**src/rtl/paddle_axis_ctrl_if.sv**
```systemverilog
// rtl/paddle_axis_ctrl_if.sv - pixel query bus between the raster scanner and one paddle
//   x, y        : current pixel coordinate (driven by the scanner)
//   paddle_on   : current pixel lies inside the paddle (driven by the paddle)
//   rgb_paddle  : paddle colour (driven by the paddle)
interface paddle_axis_ctrl_if;
    logic [9:0]  x;
    logic [9:0]  y;
    logic        paddle_on;
    logic [23:0] rgb_paddle;

    modport master (output x, output y, input paddle_on, input rgb_paddle);
    modport slave  (input x, input y, output paddle_on, output rgb_paddle);
endinterface

```
**src/rtl/paddle_axis_ctrl.sv**
```systemverilog
// rtl/paddle_axis_ctrl.sv - single pong paddle: synchronised buttons, accelerating manual motion, AUTO ball tracking
//   clk_1ms    : 1 ms tick, all state on its rising edge
//   reset      : asynchronous, active-low
//   btn_up_n   : up button, active-low, asynchronous
//   btn_dn_n   : down button, active-low, asynchronous
//   auto_mode  : 1 = track ball, 0 = buttons; asynchronous
//   ball_y     : ball centre y for AUTO mode
//   pix        : pixel query bus (x, y in; paddle_on, rgb_paddle out)
//   x_paddle   : paddle centre x (constant)
//   y_paddle   : paddle centre y
//   speed      : current manual step size
//   at_top     : y_paddle at upper limit
//   at_bottom  : y_paddle at lower limit
module paddle_axis_ctrl #(
    parameter int          H_ACTIVE   = 640,
    parameter int          V_ACTIVE   = 480,
    parameter int          PADDLE_W   = 16,
    parameter int          PADDLE_H   = 80,
    parameter int          X_CENTER   = 28,
    parameter int          MAX_SPEED  = 4,
    parameter int          ACCEL_MS   = 64,
    parameter int          AUTO_SPEED = 2,
    parameter int          DEAD_ZONE  = 4,
    parameter logic [23:0] COLOR      = 24'hFF0000
) (
    input  logic                 clk_1ms,
    input  logic                 reset,
    input  logic                 btn_up_n,
    input  logic                 btn_dn_n,
    input  logic                 auto_mode,
    input  logic [9:0]           ball_y,
    paddle_axis_ctrl_if.slave    pix,
    output logic [9:0]           x_paddle,
    output logic [9:0]           y_paddle,
    output logic [3:0]           speed,
    output logic                 at_top,
    output logic                 at_bottom
);
    localparam int CW = $clog2(ACCEL_MS + 1);
    localparam logic signed [10:0] YMIN_S = 11'(PADDLE_H / 2);
    localparam logic signed [10:0] YMAX_S = 11'(V_ACTIVE - PADDLE_H / 2);
    localparam logic signed [10:0] AUTO_S = 11'(AUTO_SPEED);
    localparam logic signed [10:0] DZ_S   = 11'(DEAD_ZONE);

    typedef enum logic [1:0] {IDLE, UP, DOWN} dir_t;

    dir_t           state_q, state_d;
    logic [9:0]     y_q, y_d;
    logic [3:0]     speed_q, speed_d;
    logic [CW-1:0]  cnt_q, cnt_d, cnt_inc;
    logic           top_q, top_d, bot_q, bot_d;
    logic           up_s1_q, up_s2_q, dn_s1_q, dn_s2_q, mode_s1_q, mode_s2_q;

    logic signed [10:0] y_ext, err, aerr, mag, ypos;
    logic [3:0]         step;
    logic               up_req, dn_req, reversal;

    always_ff @(posedge clk_1ms or negedge reset) begin
        if (!reset) begin
            up_s1_q   <= 1'b1;
            up_s2_q   <= 1'b1;
            dn_s1_q   <= 1'b1;
            dn_s2_q   <= 1'b1;
            mode_s1_q <= 1'b0;
            mode_s2_q <= 1'b0;
            state_q   <= IDLE;
            y_q       <= 10'(V_ACTIVE / 2);
            speed_q   <= 4'd1;
            cnt_q     <= '0;
            top_q     <= 1'b0;
            bot_q     <= 1'b0;
        end else begin
            up_s1_q   <= btn_up_n;
            up_s2_q   <= up_s1_q;
            dn_s1_q   <= btn_dn_n;
            dn_s2_q   <= dn_s1_q;
            mode_s1_q <= auto_mode;
            mode_s2_q <= mode_s1_q;
            state_q   <= state_d;
            y_q       <= y_d;
            speed_q   <= speed_d;
            cnt_q     <= cnt_d;
            top_q     <= top_d;
            bot_q     <= bot_d;
        end
    end

    always_comb begin
        state_d  = IDLE;
        y_d      = y_q;
        speed_d  = speed_q;
        cnt_d    = cnt_q;
        y_ext    = {1'b0, y_q};
        ypos     = y_ext;
        err      = $signed({1'b0, ball_y}) - y_ext;
        aerr     = err[10] ? -err : err;
        mag      = (aerr < AUTO_S) ? aerr : AUTO_S;
        up_req   = ~up_s2_q;
        dn_req   = ~dn_s2_q;
        reversal = 1'b0;
        step     = speed_q;
        cnt_inc  = cnt_q + CW'(1);

        // mode_s2 is about to take a new value: hold this edge, the new mode starts next edge
        if (mode_s1_q != mode_s2_q) begin
            speed_d = 4'd1;
            cnt_d   = '0;
        end else if (mode_s2_q) begin
            speed_d = 4'd1;
            cnt_d   = '0;
            if (aerr > DZ_S) begin
                ypos = err[10] ? (y_ext - mag) : (y_ext + mag);
            end
        end else begin
            if (up_req && !dn_req && (y_ext > YMIN_S)) begin
                state_d = UP;
            end else if (dn_req && !up_req && (y_ext < YMAX_S)) begin
                state_d = DOWN;
            end

            if (state_d == IDLE) begin
                speed_d = 4'd1;
                cnt_d   = '0;
            end else begin
                reversal = (state_q != IDLE) && (state_q != state_d);
                if (reversal) begin
                    step    = 4'd1;
                    speed_d = 4'd1;
                    cnt_d   = '0;
                end else if (cnt_inc == CW'(ACCEL_MS)) begin
                    cnt_d   = '0;
                    speed_d = (speed_q >= 4'(MAX_SPEED)) ? speed_q : speed_q + 4'd1;
                end else begin
                    cnt_d   = cnt_inc;
                end
                ypos = (state_d == UP) ? (y_ext - $signed({7'd0, step}))
                                       : (y_ext + $signed({7'd0, step}));
            end
        end

        if (ypos < YMIN_S) begin
            ypos = YMIN_S;
        end else if (ypos > YMAX_S) begin
            ypos = YMAX_S;
        end
        y_d = ypos[9:0];

        // arriving at a limit under manual control restarts the ramp
        if ((state_d != IDLE) && ((ypos == YMIN_S) || (ypos == YMAX_S))) begin
            speed_d = 4'd1;
            cnt_d   = '0;
        end

        top_d = (ypos == YMIN_S);
        bot_d = (ypos == YMAX_S);
    end

    logic [10:0] px_ext, py_ext;
    assign px_ext = {1'b0, pix.x};
    assign py_ext = {1'b0, pix.y};

    assign pix.paddle_on = (px_ext >= 11'(X_CENTER - PADDLE_W / 2))
                        && (px_ext <  11'(X_CENTER + PADDLE_W / 2))
                        && (px_ext <  11'(H_ACTIVE))
                        && (py_ext >= ({1'b0, y_q} - 11'(PADDLE_H / 2)))
                        && (py_ext <  ({1'b0, y_q} + 11'(PADDLE_H / 2)));
    assign pix.rgb_paddle = COLOR;

    assign x_paddle  = 10'(X_CENTER);
    assign y_paddle  = y_q;
    assign speed     = speed_q;
    assign at_top    = top_q;
    assign at_bottom = bot_q;
endmodule
```
**src/flat_wrapper.sv**
```systemverilog
// flat-port wrapper written by rule: the top's interface ports become plain ports
module paddle_axis_ctrl_flat 
#(
    parameter int          H_ACTIVE   = 640,
    parameter int          V_ACTIVE   = 480,
    parameter int          PADDLE_W   = 16,
    parameter int          PADDLE_H   = 80,
    parameter int          X_CENTER   = 28,
    parameter int          MAX_SPEED  = 4,
    parameter int          ACCEL_MS   = 64,
    parameter int          AUTO_SPEED = 2,
    parameter int          DEAD_ZONE  = 4,
    parameter logic [23:0] COLOR      = 24'hFF0000
)
  (clk_1ms, reset, btn_up_n, btn_dn_n, auto_mode, ball_y, x_paddle, y_paddle, speed, at_top, at_bottom, pix_x, pix_y, pix_paddle_on, pix_rgb_paddle);
  paddle_axis_ctrl_if pix_i ();
  input  logic clk_1ms;
  input  logic reset;
  input  logic btn_up_n;
  input  logic btn_dn_n;
  input  logic auto_mode;
  input  logic [9:0] ball_y;
  output logic [9:0] x_paddle;
  output logic [9:0] y_paddle;
  output logic [3:0] speed;
  output logic at_top;
  output logic at_bottom;
  input wire logic [$bits(pix_i.x)-1:0] pix_x;
  input wire logic [$bits(pix_i.y)-1:0] pix_y;
  output wire logic [$bits(pix_i.paddle_on)-1:0] pix_paddle_on;
  output wire logic [$bits(pix_i.rgb_paddle)-1:0] pix_rgb_paddle;
  assign pix_i.x = pix_x;
  assign pix_i.y = pix_y;
  assign pix_paddle_on = pix_i.paddle_on;
  assign pix_rgb_paddle = pix_i.rgb_paddle;
  paddle_axis_ctrl #(.H_ACTIVE(H_ACTIVE), .V_ACTIVE(V_ACTIVE), .PADDLE_W(PADDLE_W), .PADDLE_H(PADDLE_H), .X_CENTER(X_CENTER), .MAX_SPEED(MAX_SPEED), .ACCEL_MS(ACCEL_MS), .AUTO_SPEED(AUTO_SPEED), .DEAD_ZONE(DEAD_ZONE), .COLOR(COLOR)) u_core (.clk_1ms(clk_1ms), .reset(reset), .btn_up_n(btn_up_n), .btn_dn_n(btn_dn_n), .auto_mode(auto_mode), .ball_y(ball_y), .pix(pix_i), .x_paddle(x_paddle), .y_paddle(y_paddle), .speed(speed), .at_top(at_top), .at_bottom(at_bottom));
endmodule
```
**config.mk**
```make
export PLATFORM = sky130hd
export DESIGN_NAME = paddle_axis_ctrl_flat
export DESIGN_NICKNAME = d
export VERILOG_FILES = /design/src/rtl/paddle_axis_ctrl_if.sv /design/src/rtl/paddle_axis_ctrl.sv /design/src/flat_wrapper.sv
export SDC_FILE = /design/constraint.sdc
export NUM_CORES = 1
export LEC_CHECK = 0
export BUFFER_PORTS_ARGS = -buffer_cell sky130_fd_sc_hd__buf_4
export CORE_UTILIZATION = 58
export CTS_CLUSTER_SIZE = 40
export DETAILED_ROUTE_END_ITERATION = 6
export PLACE_DENSITY = 0.82
export RECOVER_POWER = 50
export SLEW_MARGIN = 15
export SYNTH_ARGS = -nofsm -noshare
export SYNTH_HDL_FRONTEND = slang
export SYNTH_SLANG_ARGS = --single-unit
export TNS_END_PERCENT = 30
```
**constraint.sdc**
```tcl
create_clock -name clk_1ms -period 9.03 [get_ports clk_1ms]
set_clock_uncertainty 0.05 [all_clocks]
set_input_delay 1.806 -clock clk_1ms [delete_from_list [all_inputs] [get_ports clk_1ms]]
set_output_delay 1.806 -clock clk_1ms [all_outputs]
set_load 0.02 [all_outputs]
```
# Word level (Yosys, flattened, before mapping)
# Index checks and enable logic that the tools add are counted.
[word_totals]
ff_bits = 31
word_cells = 92
inputBits = 35
[op_classes]
n_eq_ne = 7
n_bitwise = 2
addsub = 10
reduce_logical = 16
n_mux = 33
order_cmp = 12
[op_table]
columns = ["operator", "n"]
rows = [
  ["11-bit 2-to-1 mux", 10],
  ["4-bit 2-to-1 mux", 11],
  ["7-bit 2-to-1 mux", 6],
  ["2-bit 2-to-1 mux", 6],
  ["10-bit by 4-bit adder with 11-bit output", 1],
  ["10-bit by 6-bit adder with 11-bit output, second input constant", 1],
  ["11-bit adder", 1],
  ["11-bit by 10-bit equality test with 1-bit output, second input constant", 1],
  ["11-bit by 7-bit equality test with 1-bit output, second input constant", 1],
  ["10-bit by 11-bit >= comparator with 1-bit output", 1],
  ["11-bit by 10-bit greater-than comparator with 1-bit output, second input constant", 1],
  ["11-bit by 4-bit greater-than comparator with 1-bit output, second input constant", 1],
  ["10-bit by 11-bit less-than comparator with 1-bit output", 1],
  ["11-bit by 3-bit less-than comparator with 1-bit output, second input constant", 1],
  ["11-bit by 7-bit less-than comparator with 1-bit output, second input constant", 1],
  ["11-bit negation", 1],
  ["10-bit by 10-bit subtractor with 11-bit output", 1],
  ["10-bit by 4-bit subtractor with 11-bit output", 1],
  ["10-bit by 6-bit subtractor with 11-bit output, second input constant", 1],
  ["11-bit subtractor", 1],
  ["10-bit by 5-bit >= comparator with 1-bit output, second input constant", 1],
  ["10-bit by 6-bit greater-than comparator with 1-bit output, second input constant", 1],
  ["1-bit logical AND", 10],
  ["10-bit less-than comparator, second input constant", 1],
  ["16 further kinds", 18],
]

# Logic depth before layout (Yosys ltp)
# Gate-level depths: netlist of the first run.
[depth]
word_depth = 26
mapped_depth = 34
ltp_nobuf = 31

# Worst setup path after synthesis of the first run
# No wires, ideal clock.
[synth_timing]
kind = "input -> register"
from = "input ball_y[0]"
to = "register u_core.y_q[3], in the netlist u_core.y_paddle[3]"
setup_time_ns = 0.127
path_slack_ns = 0.371
n_path_buf = 2
required_time_ns = 8.853
arrival_time_ns = 8.482
stages = 32
cell_sequence = "inv_1 > ha_1 > fa_1 > nand2b_1 > a21oi_1 > xnor2_1 > o211ai_2 > nor3_2 > nand4b_1 > a311oi_4 > nand4_1 > ha_1 > clkbuf_1 > clkbuf_1 > nor2b_1 > ha_1 > nand2_1 > o21ai_0 > fa_1 > nor2b_1 > o21ai_0 > a21boi_0 > o21ai_0 > a21oi_1 > a21o_1 > a21oi_1 > xor2_1 > a21o_1 > a32o_1 > a41oi_2 > o31ai_1 > or2_2"
[synth_via]
elab_chain_cells = 13
elab_cells_between_ends = 16
classes_between = "add/sub (4); order compare (4); mux (8)"
[synth_rtl]
columns = ["item", "line", "text"]
rows = [
  ["start: declaration", "flat_wrapper.sv:22", "input logic [9:0] ball_y;"],
  ["10-bit by 10-bit subtractor with 11-bit output *", "paddle_axis_ctrl.sv:95", "err = $signed({1'b0, ball_y}) - y_ext;"],
  ["11-bit negation", "paddle_axis_ctrl.sv:96", "aerr = err[10] ? -err : err;"],
  ["11-bit 2-to-1 mux", "paddle_axis_ctrl.sv:96", ""],
  ["11-bit by 3-bit less-than comparator with 1-bit output", "paddle_axis_ctrl.sv:97", "mag = (aerr < AUTO_S) ? aerr : AUTO_S;"],
  ["11-bit 2-to-1 mux", "paddle_axis_ctrl.sv:97", ""],
  ["11-bit adder / 11-bit subtractor (equally long branches)", "paddle_axis_ctrl.sv:112", "ypos = err[10] ? (y_ext - mag) : (y_ext + mag);"],
  ["11-bit 2-to-1 mux", "paddle_axis_ctrl.sv:112", ""],
  ["11-bit 2-to-1 mux *", "paddle_axis_ctrl.sv:111", "if (aerr > DZ_S) begin"],
  ["11-bit 2-to-1 mux *", "paddle_axis_ctrl.sv:108", "end else if (mode_s2_q) begin"],
  ["11-bit 2-to-1 mux *", "paddle_axis_ctrl.sv:105", "if (mode_s1_q != mode_s2_q) begin"],
  ["11-bit by 10-bit greater-than comparator with 1-bit output", "paddle_axis_ctrl.sv:143", "end else if (ypos > YMAX_S) begin"],
  ["11-bit 2-to-1 mux", "paddle_axis_ctrl.sv:143", ""],
  ["11-bit 2-to-1 mux *", "paddle_axis_ctrl.sv:141", "if (ypos < YMIN_S) begin"],
  ["named net u_core.ypos[3]", "paddle_axis_ctrl.sv:54", "logic signed [10:0] y_ext, err, aerr, mag, ypos;"],
  ["end signal: assignment", "paddle_axis_ctrl.sv:67", "y_q <= 10'(V_ACTIVE / 2);"],
  ["end signal: assignment", "paddle_axis_ctrl.sv:80", "y_q <= y_d;"],
  ["end: declaration", "paddle_axis_ctrl.sv:48", "logic [9:0] y_q, y_d;"],
]
# The timed path passes the listed nets; every way through them passes the cells marked *.
# A chain may end at the register's enable or synchronous reset.

# Worst setup path after layout of the first run
[layout_timing]
from = "input ball_y[0]"
to = "register u_core.speed_q[0], in the netlist u_core.speed[0]"
[layout_via]
elab_chain_cells = 18
elab_cells_between_ends = 24
classes_between = "add/sub (4); order compare (4); eq/ne (3); mux (9); reduce/logical (4)"
[layout_rtl]
columns = ["item", "line", "text"]
rows = [
  ["10-bit by 10-bit subtractor with 11-bit output *", "paddle_axis_ctrl.sv:95", ""],
  ["11-bit negation", "paddle_axis_ctrl.sv:96", ""],
  ["11-bit 2-to-1 mux", "paddle_axis_ctrl.sv:96", ""],
  ["11-bit by 3-bit less-than comparator with 1-bit output", "paddle_axis_ctrl.sv:97", ""],
  ["11-bit 2-to-1 mux", "paddle_axis_ctrl.sv:97", ""],
  ["11-bit adder / 11-bit subtractor (equally long branches)", "paddle_axis_ctrl.sv:112", ""],
  ["11-bit 2-to-1 mux", "paddle_axis_ctrl.sv:112", ""],
  ["11-bit 2-to-1 mux *", "paddle_axis_ctrl.sv:111", ""],
  ["[2 not listed]", "n/a", ""],
  ["11-bit by 10-bit greater-than comparator with 1-bit output", "paddle_axis_ctrl.sv:143", ""],
  ["11-bit 2-to-1 mux", "paddle_axis_ctrl.sv:143", ""],
  ["11-bit 2-to-1 mux *", "paddle_axis_ctrl.sv:141", ""],
  ["11-bit by 7-bit equality test with 1-bit output / 11-bit by 10-bit equality test with 1-bit output (equally long branches)", "paddle_axis_ctrl.sv:149", "if ((state_d != IDLE) && ((ypos == YMIN_S) || (ypos == YMAX_S))) begin"],
  ["1-bit logical OR *", "paddle_axis_ctrl.sv:149", ""],
  ["1-bit logical AND *", "paddle_axis_ctrl.sv:149", ""],
  ["6-bit by 2-bit inequality test with 1-bit output (no line) / 6-bit nonzero test (equally long branches)", "n/a", ""],
  ["2-bit AND reduction (no line)", "n/a", ""],
  ["end signal: assignment", "paddle_axis_ctrl.sv:81", "speed_q <= speed_d;"],
  ["end: declaration", "paddle_axis_ctrl.sv:49", "logic [3:0] speed_q, speed_d;"],
]
# Mark *: on every way between the ends. The rest lies on a longest branch, timed or not.

==> results of run 1 <==
worst max-delay path: cells and delay by family:
kind	cells	cell delay [ps]
compound gates	13	2840
buf+inv	4	480
simple gates	8	1110
xor+xnor	1	150
mux	1	240
fa+ha+maj	6	2120
state kept, by name, indices dropped and copies added, names as in the netlist, 2 cells and up:
register	cells
u_core.y_paddle	10
u_core.cnt_q	7
u_core.state_q	2
u_core.speed	4
stage by stage:
stage          cells  utilization (%)
2_1_floorplan    647                -
6_report         769             68.6
4_1_cts          767             67.4
3_5_place_dp     759             66.1
5_1_grt          769             68.6
3_3_place_gp     759             66.1
repair_timing:
| action | CTS | global route |
|---|---|---|
| resized for setup | 0 | 18 |
| buffers inserted | 0 | 2 |
| endpoints found under the setup margin | 0 | 20 |
| hold endpoints to repair | 0 | 0 |
power groups by stage:
stage                     Combinational (mW)  Clock (mW)  Sequential (mW)
after global placement                  1.18           0            0.227
final                                   1.29       0.135            0.229
after CTS                               1.23       0.137            0.226
after floorplan                        0.927           0            0.223
after global routing                    1.41       0.142            0.230
after detailed placement                1.22           0            0.228
cells in the mapped netlist, drive strengths merged, types with 5 or more instances:
| master | n | area (µm²) |
|---|---|---|
| ha | 57 | 713 |
| o21ai | 47 | 246 |
| nor2 | 41 | 154 |
| nand2 | 36 | 135 |
| a21oi | 35 | 175 |
| buf | 35 | 260 |
| xnor2 | 33 | 289 |
| inv | 29 | 109 |
| nor3 | 26 | 140 |
| dfrtp | 22 | 551 |
| nand3 | 22 | 123 |
| nand2b | 16 | 100 |
| clkbuf | 15 | 56.3 |
| xor2 | 14 | 123 |
| a21o | 13 | 97.6 |
| nor2b | 13 | 81.3 |
| a31oi | 11 | 68.8 |
| o21a | 11 | 83.8 |
| and3 | 9 | 56.3 |
| dfstp | 9 | 236 |
| or2 | 9 | 56.3 |
| o22ai | 8 | 50.1 |
| a211oi | 7 | 65.1 |
| nand4 | 7 | 43.8 |
| nor4 | 7 | 43.8 |
| a21boi | 6 | 45.0 |
| or3 | 6 | 37.5 |
| and2 | 5 | 31.3 |
final cells by class:
cell class / count / area, µm² / area share, %
multi-input combinational: 537 / 3820 / 70.6
timing repair buffer: 62 / 462 / 8.53
inverter: 29 / 109 / 2.01
clock buffer: 7 / 76.3 / 1.41
sequential: 31 / 787 / 14.5
tap: 102 / 128 / 2.36
clock inverter: 1 / 30.0 / 0.555
worst paths after layout:
kind,startpoint,to,slack (ps),cells past startpoint
worst max-delay path,ball_y[0],u_core.speed[0],410,33
worst min-delay path,u_core.dn_s1_q,u_core.dn_s2_q,310,0
worst max register to register,u_core.y_paddle[5],u_core.speed[0],1280,29
worst min register to register,u_core.dn_s1_q,u_core.dn_s2_q,310,0
max in group asynchronous,reset,u_core.y_paddle[0],6070,1
min in group asynchronous,reset,u_core.cnt_q[4],1890,1
kinds of logic after synthesis:
group | count (synthesis) | share of synthesized area (%)
compound gates | 180 | 25.9
xor+xnor | 47 | 8.53
fa+ha+maj | 60 | 16.0
buf+inv | 79 | 8.81
flops | 31 | 16.3
mux | 6 | 1.37
other cells | 2 | 0.156
simple gates | 209 | 22.9
layer usage:
metal	routed length [µm]	part of all wire (%)	vias up	global-route usage (%)
met1	5410	41	2311	37.5
met5	0	0	-	0
met2	6470	49	233	53.2
li1	-	-	2284	-
met3	813	6.2	52	3.66
met4	493	3.7	0	14.2
==> results.yml, run 1 <==
place:
  gp_congestion: 0.952
  dp_slack_ps: -90.9
  portBuffers: 49
  hpwl_mm: 10.1
  dpl_cell_area_um2: 5210
final_layout:
  fin_area_um2: 5410
  layout-drive-gt1-share_pct: 16.9
  final_cell_mix: "buf_4, ha_1, o21ai_0, nor2_1, nand2_1"
  final_common_cell: "buf_4"
  area_growth_pct: 12.1
  fill_cells: 638
  fin_nets: 761
  antenna_cells: 0
power:
  p_switching_uw: 877
  power_mw: 1.65
  netSwitchingFraction_pct: 53.1
  power.density_nw_per_um2: 305
  p_comb_share_pct: 77.9
  vdd_drop_max_mv: 0.266
  p_seq_share_pct: 13.9
  cell_internal_pwr_uw: 773
  power_leakage_nw: 2.44
  clockPowerShare_pct: 8.2
sta:
  setup_viol: 0
  tns_ps: 0
  hold_ws_ps: 305
  tightest_slew_ps: 1670
  timing.final.crit_share_pct: 95.5
  fin_crit_ps: 8620
  setup_slack_ps: 409
  final-hold-violation-count: 0
  max_freq_ghz: 0.116
  relSlewSlack_pct: -11.1
  maxSlewViolCount: 32
global_routing:
  grtUsageTotal_pct: 30.6
  grt_pass1_vias: 4677
  grt_first_pass_wirelength_mm: 21.3
  antenna_found_initial: 0
  grt_start_max_net_pins: 32
  grt_overflow: 0
floorplan:
  start_util_pct: 61.2
  die_h_um: 93.2
  core-area_um2: 7890
  rows: 32
  die_area_um2: 8690
  io_pins: 86
  die_w_um: 93.2
drt:
  wl_mm: 13.2
  first_iter_violations: 268
  drtPass1Iterations: 5
  ant_nets: 0
  drcViolationCount: 0
  num_vias: 4880
  drt-wirelength-per-cell_um: 17.2
  post_drt_via_cell_ratio: 6.35
outcome:
  violations: "max-capacitance violations, max-slew violations"
  status: "complete, but fails checks"
setup_path:
  cp_slowest_cell: "fa_1"
  cp-end-kind: "register"
  critPathArrivalTime_ps: 8790
  max_stage_delay_ps: 560
  cp-start-kind: "primary input"
  cp_max_fo: 20
  worstSetupPathType: "in -> reg"
  crit_required_ps: 9190
clocking:
  cts_buffers: 5
  clockBufferDepth: 2
  cts_root_buf: "clkbuf_8"
  insertion_delay_ps: 280
  ctsHoldBuffers: 0
  path_clk_slew_ps: 60
  cts_tree: "done"
  htreeDepth: 2
  cts_sinks: 31
logic_synthesis:
  ys_types: 71
  ys_seq_area_share_pct: 16.3
  synth_edf_count: 0
  syn_inst: 614
  synth-main-ff-cell: "dfrtp_1"
  synth_warnings: 0
  ys_ff_latch: 31
  netlist_area_um2: 4830
  async_flop_share_pct: 100
  synth_area_per_cell_um2: 7.86
hold_path:
  hp-class: "reg -> reg"
run:
  cap_viol_max_count: 1
(Power assumes the default switching activity.)
==> inputs of run 2 (changes only) <==
--- a/config.mk
+++ b/config.mk
@@ -6,6 +6,7 @@
 export NUM_CORES = 1
 export LEC_CHECK = 0
 export BUFFER_PORTS_ARGS = -buffer_cell sky130_fd_sc_hd__buf_4
+export CORE_MARGIN = 3
 export CORE_UTILIZATION = 58
 export CTS_CLUSTER_SIZE = 40
 export DETAILED_ROUTE_END_ITERATION = 6
==> run 2 against run 1 <==
  * The flow still finishes with violations (max-capacitance violations, max-slew violations)
  * Wire length rose by 2.3%
  * Worst hold slack barely moved
  * Cell area fell by 0.19%
  * Sequential share of layout area barely moved
  * Combinational power barely moved
  * Non-clock buffer count fell by 3
  * Largest cell class unchanged
  * Power rose by 1.3%
==> results.yml, run 2 (same netlist as run 1, synthesis figures left out) <==
final_layout:
  area_growth_pct: 11.9
  fin_util_pct: 68.5
  regArea_um2: 787
  layout-drive-gt1-share_pct: 16.7
  antenna_cells: 0
  multi_input_area_um2: 3830
  largest_register_ffs: 10
  fill_cells: 649
  fin_nets: 758
  final_common_cell: "ha_1"
  final_cell_mix: "ha_1, buf_4, o21ai_0, nor2_1, nand2_1"
global_routing:
  grt_start_max_net_pins: 32
  grtUsageTotal_pct: 27.4
  antenna_found_initial: 0
  grt_first_pass_wirelength_mm: 21.9
  grt_overflow: 0
  grt_pass1_vias: 4740
floorplan:
  core-area_um2: 7890
  start_util_pct: 61.2
  die_w_um: 97.2
  rows: 32
  die_h_um: 97.2
  io_pins: 86
  die_area_um2: 9450
clocking:
  htreeDepth: 2
  insertion_delay_ps: 280
  path_clk_slew_ps: 60
  cts_post_setup_buffers_inserted: 0
  cts_buffers: 5
  clockBufferDepth: 2
  cts_tree: "done"
  cts_sinks: 31
  cts_root_buf: "clkbuf_8"
setup_path:
  cp_slowest_cell: "or4_4"
  crit_top_cell: "ha_1"
  crit_buf_inv: 4
  cp-end-kind: "register"
  cp-start-kind: "primary input"
  regToRegEndpoint: "u_core.y_paddle[0]"
  critPathTopFamily: "compound AO/OA/AOI/OAI gates"
  r2r-start: "u_core.y_paddle[3]"
  max_stage_delay_ps: 590
  cp_max_fo: 20
  worstSetupPathType: "in -> reg"
  critPathArrivalTime_ps: 8780
  r2r_setup_slack_ps: 1300
  reg2reg_depth: 32
  crit_required_ps: 9160
place:
  gp_congestion: 0.950
  hpwl_mm: 10.5
  portBuffers: 49
run:
  cap_viol_max_count: 1
sta:
  rsz0062_at_grt: "yes"
  hold_ws_ps: 305
  fin_crit_ps: 8650
  final-hold-violation-count: 0
  relSlewSlack_pct: -7.31
  tightest_slew_ps: 1610
  max_freq_ghz: 0.116
  maxSlewViolCount: 32
  setup_viol: 0
  timing.final.crit_share_pct: 95.8
outcome:
  status: "complete, but fails checks"
  violations: "max-capacitance violations, max-slew violations"
drt:
  drtPass1Iterations: 5
  drt-wirelength-per-cell_um: 17.6
  post_drt_via_cell_ratio: 6.28
  first_iter_violations: 401
  wl_mm: 13.5
  ant_nets: 0
  num_vias: 4811
  drcViolationCount: 0
power:
  vdd_drop_max_mv: 0.168
  power_leakage_nw: 2.43
  power.density_nw_per_um2: 310
hold_path:
  hold_end: "u_core.dn_s2_q"
  hp-class: "reg -> reg"
  hold_path_depth: 0
  min_from: "u_core.dn_s1_q"
-- run 2: final cells by class --
cell class | instances | area share [%]
repair buffers | 59 | 8.13
flip-flops and latches | 31 | 14.6
inverters | 29 | 2.02
clock buffers | 7 | 1.41
well taps | 102 | 2.36
clock inverters | 1 | 0.556
multi-input cells | 537 | 70.9
-- run 2: worst reg2reg max path, delay by kind of cell, from the launching register on --
kind / cells / cell delay [ps]
buffers and inverters: 3 / 560
xor gates and xnor gates: 2 / 400
AOI/OAI and AO/OA: 14 / 2610
and+or+nand+nor: 9 / 2190
DFF: 1 / 640
adders and majority gates: 4 / 1180
-- run 2: worst max-delay path by stage --
stage | from | to | slack, ps | cells past startpoint
CTS | ball_y[0] | u_core.y_paddle[0] | 260 | 34
detailed placement | ball_y[0] | u_core.y_paddle[0] | -0.8 | 34
finish | ball_y[0] | u_core.y_paddle[0] | 380 | 34
global placement | ball_y[0] | u_core.y_paddle[3] | 160 | 31
floorplan | ball_y[0] | u_core.y_paddle[3] | 370 | 32
global route | ball_y[0] | u_core.y_paddle[0] | -80 | 34
-- run 2: timing repair --
| item | CTS | global route |
|---|---|---|
| gates resized for setup | 0 | 18 |
| setup endpoints to repair | 0 | 18 |
| hold buffers | 0 | 0 |
-- run 2: through the flow --
step | TNS [ps] | setup WS, ps | cells | power [mW] | cell area (µm²)
CTS | 0 | 262 | 766 | 1.61 | 5310
finish | 0 | 380 | 766 | 1.67 | 5400
global placement | 0 | 163 | 758 | 1.41 | 5200
detailed placement | -1.36 | -0.801 | 758 | 1.47 | 5200
floorplan | 0 | 371 | 647 | 1.15 | 4950
global route | -578 | -82.0 | 766 | 1.81 | 5400
-- run 2: routing by layer --
metal  wire [µm]  GRT usage [%]
met4         539           13.4
met2        6620           47.1
met1        5360           33.3
met5           0              0
met3         972           4.16
-- run 2: power by group --
group          switching [mW]  leakage [nW]  internal (mW)
combinational           0.788          2.00          0.526
clock                  0.0491        0.0524         0.0824
sequential             0.0588         0.383          0.169
total                   0.895          2.43          0.777
